--- src/rtl/lsu_mem_port.sv ---
// Data-memory port of the load/store unit: turns one core load/store into a
// req/gnt/rvalid memory transaction, builds byte enables and replicated
// store data, and extends load data for the register-file write bus.
module lsu_mem_port #(
    parameter int Width = 32
) (
    input  logic             clk_i,
    input  logic             rst_i,
    input  logic             req_valid_i,
    input  logic             req_store_i,
    input  logic [2:0]       req_funct3_i,
    input  logic [Width-1:0] req_addr_i,
    input  logic [Width-1:0] req_wdata_i,
    output logic             busy_o,
    output logic             done_o,
    output logic             err_o,
    output logic [Width-1:0] rdata_o,
    output logic             mem_req_o,
    output logic             mem_we_o,
    output logic [3:0]       mem_be_o,
    output logic [Width-1:0] mem_addr_o,
    output logic [Width-1:0] mem_wdata_o,
    input  logic             mem_gnt_i,
    input  logic             mem_rvalid_i,
    input  logic [Width-1:0] mem_rdata_i
);

    typedef enum logic [2:0] {IDLE, REQ, WAIT, DONE, ERR} state_t;

    state_t           state_q, state_d;
    logic             op_store_q;
    logic [2:0]       funct3_q;
    logic [Width-1:0] addr_q;
    logic [Width-1:0] wdata_q;
    logic [Width-1:0] rdata_q;

    // Legal funct3 for the direction, with natural alignment for H and W.
    function automatic logic req_legal(input logic store, input logic [2:0] f3,
                                       input logic [1:0] a);
        logic ok;
        case (f3)
            3'b000:  ok = 1'b1;
            3'b001:  ok = ~a[0];
            3'b010:  ok = (a == 2'b00);
            3'b100:  ok = ~store;
            3'b101:  ok = ~store & ~a[0];
            default: ok = 1'b0;
        endcase
        return ok;
    endfunction

    // Byte enables for a store; sub-word stores select their lanes by address.
    function automatic logic [3:0] store_be(input logic [2:0] f3, input logic [1:0] a);
        logic [3:0] be;
        case (f3)
            3'b000:  be = 4'b0001 << a;
            3'b001:  be = 4'b0011 << {a[1], 1'b0};
            default: be = 4'b1111;
        endcase
        return be;
    endfunction

    // Store data replicated across lanes so the enabled lanes carry it.
    function automatic logic [Width-1:0] store_data(input logic [2:0] f3,
                                                    input logic [Width-1:0] wd);
        logic [Width-1:0] d;
        case (f3)
            3'b000:  d = {(Width/8){wd[7:0]}};
            3'b001:  d = {(Width/16){wd[15:0]}};
            default: d = wd;
        endcase
        return d;
    endfunction

    // Bring the addressed lane down to bit 0, then sign- or zero-extend.
    function automatic logic [Width-1:0] load_extend(input logic [2:0] f3,
                                                     input logic [1:0] a,
                                                     input logic [Width-1:0] word);
        logic [Width-1:0] s;
        logic [Width-1:0] r;
        s = word >> {a, 3'b000};
        case (f3)
            3'b000:  r = {{(Width-8){s[7]}}, s[7:0]};
            3'b001:  r = {{(Width-16){s[15]}}, s[15:0]};
            3'b100:  r = {{(Width-8){1'b0}}, s[7:0]};
            3'b101:  r = {{(Width-16){1'b0}}, s[15:0]};
            default: r = word;
        endcase
        return r;
    endfunction

    // State register and load result; reset aborts any open transaction.
    always_ff @(posedge clk_i) begin
        if (rst_i) begin
            state_q <= IDLE;
            rdata_q <= '0;
        end else begin
            state_q <= state_d;
            if (state_q == WAIT && mem_rvalid_i) begin
                rdata_q <= load_extend(funct3_q, addr_q[1:0], mem_rdata_i);
            end
        end
    end

    // Capture the request when it is accepted in IDLE; held for the transaction.
    always_ff @(posedge clk_i) begin
        if (state_q == IDLE && req_valid_i) begin
            op_store_q <= req_store_i;
            funct3_q   <= req_funct3_i;
            addr_q     <= req_addr_i;
            wdata_q    <= req_wdata_i;
        end
    end

    // Next-state and memory/handshake outputs; memory side is quiet outside REQ.
    always_comb begin
        state_d     = state_q;
        done_o      = 1'b0;
        err_o       = 1'b0;
        mem_req_o   = 1'b0;
        mem_we_o    = 1'b0;
        mem_be_o    = 4'b0000;
        mem_addr_o  = '0;
        mem_wdata_o = '0;
        case (state_q)
            IDLE: begin
                if (req_valid_i) begin
                    if (req_legal(req_store_i, req_funct3_i, req_addr_i[1:0])) begin
                        state_d = REQ;
                    end else begin
                        state_d = ERR;
                    end
                end
            end
            REQ: begin
                mem_req_o  = 1'b1;
                mem_we_o   = op_store_q;
                mem_addr_o = {addr_q[Width-1:2], 2'b00};
                if (op_store_q) begin
                    mem_be_o    = store_be(funct3_q, addr_q[1:0]);
                    mem_wdata_o = store_data(funct3_q, wdata_q);
                end else begin
                    mem_be_o    = 4'b1111;
                end
                if (mem_gnt_i) begin
                    state_d = op_store_q ? DONE : WAIT;
                end
            end
            WAIT: begin
                if (mem_rvalid_i) begin
                    state_d = DONE;
                end
            end
            DONE: begin
                done_o  = 1'b1;
                state_d = IDLE;
            end
            ERR: begin
                err_o   = 1'b1;
                state_d = IDLE;
            end
            default: state_d = IDLE;
        endcase
    end

    assign busy_o  = (state_q != IDLE);
    assign rdata_o = rdata_q;

endmodule
--- config.mk ---
export PLATFORM = sky130hd
export DESIGN_NAME = lsu_mem_port
export DESIGN_NICKNAME = d
export VERILOG_FILES = /design/src/rtl/lsu_mem_port.sv
export SDC_FILE = /design/constraint.sdc
export NUM_CORES = 1
export LEC_CHECK = 0
export CAP_MARGIN = 15
export CORE_MARGIN = 4
export CORE_UTILIZATION = 40
export CTS_BUF_LIST = sky130_fd_sc_hd__clkbuf_2 sky130_fd_sc_hd__clkbuf_4 sky130_fd_sc_hd__clkbuf_8
export DETAILED_ROUTE_END_ITERATION = 16
export PLACE_DENSITY = 0.77
export SYNTH_ARGS = -nofsm -noshare
export SYNTH_HDL_FRONTEND = slang
export SYNTH_SLANG_ARGS = --single-unit
--- constraint.sdc ---
create_clock -name clk_i -period 8.3 [get_ports clk_i]
set_input_delay 0.83 -clock clk_i [delete_from_list [all_inputs] [get_ports clk_i]]
set_output_delay 0.83 -clock clk_i [all_outputs]
set_load 0.03 [all_outputs]
* After elaboration in Yosys (flattened, before gate mapping)
Cells that the tools add are included.
Storage, ports and cells: bits of input ports 105, word-level logic and storage cells 55, bits in registers 103, output and inout bits 105
Cells by class: shifts and indexed selects 3, reduce and logical (&&, ||, !) cells 8, multiplexer cells 21, bitwise gates (word level) 3, equal/unequal tests 14
Operator list (count):
- $pmux 32 s4 | 1
- $mux 32 | 3
- $pmux 32 s2 | 1
- $shr 32x5->16 | 1
- $eq 3x3->1 const B | 5
- $mux 3 | 4
- $eq 3x1->1 const B | 3
- $eq 3x2->1 const B | 3
- $logic_not 3->1 | 3
- $pmux 3 s3 | 1
- $mux 4 | 2
- $pmux 4 s2 | 1
- $mux 1 | 7
- $ne 2x2->1 const B | 3
- $pmux 1 s5 | 1
- $shl 1x2->4 const A | 1
- $shl 2x2->4 const A | 1
- $reduce_and 3->1 | 1
- $reduce_bool 3->1 | 1
- $logic_and 1x1->1 | 2
- $logic_not 2->1 | 1
- $not 1->1 | 2
- $and 1x1->1 | 1

* Longest topological paths before layout
depth after elaboration 8, gate-level depth with buffers 7, depth with buffers taken out 5

* Least setup slack after synthesis
OpenSTA, ideal clock, no wires.
kind input-to-reg, start point in req_valid_i, end point reg addr_q[0], enable pin, setup time 578 ps, slack 2196 ps, path buffers 0, required time 7722 ps, stages 2, data arrival time 5526 ps, cell sequence nand2b_1 > nor3_1
On the way: longest elaborated chain between the ends 1
RTL lines:
- start: declaration | RTL line 9 | input logic req_valid_i,
- $logic_and 1x1->1 | RTL line 107 | if (state_q == IDLE && req_valid_i) begin
- end signal: assignment | RTL line 110 | addr_q <= req_addr_i;
- end: declaration | RTL line 33 | logic [Width-1:0] addr_q;
No other way between the ends. A chain may end at the register's enable or synchronous reset.

* Worst setup path in the final report
start point reg state_q[0], end point out mem_wdata_o[29]
On the way: longest elaborated chain between the ends 2
RTL lines:
- start: declaration | RTL line 30 | state_t state_q, state_d;
- start signal: assignment | RTL line 98 | state_q <= state_d;
- $eq 3x1->1 | RTL line 125 | case (state_q)
- $mux 32 | RTL line 125
- end: declaration | RTL line 22 | output logic [Width-1:0] mem_wdata_o,
No other way between the ends.

==> results_dict.tcl <==
set metrics [dict create \
    outcome "finished clean" \
    crit_type "reg -> out" \
    worstHoldPathCells 2 \
    cts_tree "done" \
    synth_enable_flop_cells 68 \
    cts_hold_buf 0 \
    die_area_mm2 0.0138 \
    hpwl_um 11000 \
    clk_pin_slew_ns 0.10 \
    min_from "rdata_o[1]" \
    cts.sink_count 103 \
    synth_top_flop_cell "edfxtp_1" \
    ant_nets 0 \
    async_reset_ff_share_pct 0 \
    layoutNonFillerInstCount 778 \
    total_power_w 0.00118 \
    drcViolationCount 0 \
    grt_pass1_wl_um 24200 \
    gr-total-overflow 0 \
    fin_crit_sh_pct 51.2 \
    first_global_vias 4426 \
    grt_max_degree 49 \
    n_antenna_cell 0 \
    first_iter_violations 500 \
    core_mm2 0.0116 \
    drive_above_1_share_pct 5.20 \
    hold_violations 0 \
    insertion_delay_ns 0.37 \
    syn_inst 447 \
    num_vias 4340 \
    critPathRequiredTime_ns 7.47 \
    cts_buffers 9 \
    cts_resized 0 \
    start_kind "register" \
    worstPathArrival_ns 3.42 \
    final_common_cell "clkdlybuf4s50_1" \
    synth_warnings 0 \
    tns_ns 0 \
    initial_core_util_pct 41.5 \
    rrSetupSlack_ns 5.64 \
    r2r-start "addr_q[0]" \
    area_growth_pct 48.5 \
    die_x_um 118 \
    antenna_found_initial 0 \
    gp_congestion 0.926 \
    nets 735 \
    rr_worst_depth 4 \
    first_pass_iters 5 \
    wl_um 15300 \
    timing.final.crit_period_ns 4.25 \
    grt_usage_pct 21.8 \
    vias_per_cell 5.58 \
    p_per_area_mw_per_mm2 166 \
    post_cts_buffers 0 \
    clock_skew_ns 0.00829 \
    relSlewSlack_pct 24.0 \
    cp_max_fo 42 \
    rows 39 \
    slew_violations 0 \
    whs_endpoint "rdata_o[1]" \
    layout_common_cells "clkdlybuf4s50_1 (207), edfxtp_1 (68), a21oi_1 (48), and3_1 (38)" \
    ir_worst_vdd_mv 0.109 \
    timing.rr.end "rdata_o[21]" \
    worst_setup_path_end_kind "output port" \
    ys_seq_area_share_pct 57.1 \
    cts-root-buf "clkbuf_8" \
    syn_avg_cell_area_um2 10.7 \
    htree_levels 3 \
    dp_cells 761 \
    worstMarginPinSlew_ns 1.14 \
    wl_per_cell_um 19.7 \
    setup_viol 0 \
    io_buffers 207 \
    drv_cap 0 \
    rsz0062_at_grt "false" \
    cts.path.max_buffers 2 \
    ys_types 46 \
    leakagePower_nw 2.58 \
    clock.fmax_mhz 235 \
    die_h_um 118 \
    hold_class "reg -> reg" \
    ioPinCount 210 \
    ys_ff_latch 103 \
    synth_area_mm2 0.00480 \
]
synth_stat cells (2+ instances only):
cell type	count	area [µm²]
nor3_1	9	45.0
a211oi_1	27	203
nand2_1	35	131
nor2_1	34	128
mux2i_1	22	220
inv_1	3	11.3
dfxtp_1	35	701
and3_1	38	238
buf_2	16	80.1
a31oi_1	4	25.0
edfxtp_1	68	2040
o221ai_1	6	52.6
and4b_1	2	20.0
buf_4	3	22.5
and3b_1	2	17.5
nand3b_1	9	67.6
a221oi_1	3	26.3
o21ai_0	17	85.1
clkbuf_1	23	86.3
nand2b_1	6	37.5
nor2b_1	2	12.5
a21oi_1	48	240
buf_1	2	7.51
o2bb2ai_1	6	52.6
a2bb2oi_1	6	52.6
metal layers:
metal  global-route usage, %  share of wire, %
met1                    28.0                41
met2                    34.9                47
met3                    6.78               9.7
met4                    7.77               2.1
met5                       0                 0
per-stage QoR:
step                      setup slack [ns]  instance area [µm²]  utilization (%)  hold WS (ns)
after floorplan                       2.20                 4800                -         0.538
after global placement                4.70                 6920             59.8         0.446
after detailed placement              4.48                 6920             59.8         0.459
after CTS                             4.08                 7110             61.5         0.474
after global routing                  3.73                 7130             61.6         0.487
final                                 4.05                 7130             61.6         0.472
worst max-delay path by stage:
stage | startpoint | to | slack [ns]
after floorplan | req_valid_i | addr_q[0] | 2.20
after global placement | state_q[0] | mem_wdata_o[25] | 4.70
after detailed placement | state_q[0] | mem_wdata_o[29] | 4.48
after CTS | state_q[0] | mem_wdata_o[29] | 4.08
after global routing | state_q[0] | mem_wdata_o[29] | 3.73
final | state_q[0] | mem_wdata_o[29] | 4.05
layout make-up:
type                       instances  area [µm²]
inverter                           4        15.0
sequential                       103        2740
fill                             962        4440
multi-input combinational        297        1860
timing repair buffer             215        2140
tap                              143         179
clock inverter                     7        71.3
clock buffer                       9         124
state kept, by name, indices dropped and copies added, names as in the netlist:
signal,flops
op_store_q,1
addr_q,32
wdata_q,32
state_q,3
rdata_o,32
funct3_q,3
cells by family (layout without fill, tap and decap cells):
logic type	Yosys count	after routing	synth area share (%)
compound gates	125	125	17.1
mux	24	24	5.29
flops	103	103	57.1
buf+inv	48	235	4.40
other cells	1	2	0.0781
simple gates	146	146	16.0
critical path, cell delays in order, from the launching register on:
cell and delay (ns):
dfxtp_1 1.00, nand2_1 0.38, clkinv_1 0.26, nand2_2 0.31, a211oi_1 0.33, clkdlybuf4s50_1 0.76
power by group:
part	switching, W	total (W)	leakage [nW]	internal [W]
clock network	0.000177	0.000316	0.0878	0.000139
registers	0.0000291	0.000618	0.935	0.000589
logic	0.000136	0.000250	1.56	0.000114
Note: power is estimated with default switching activity, not from simulation.
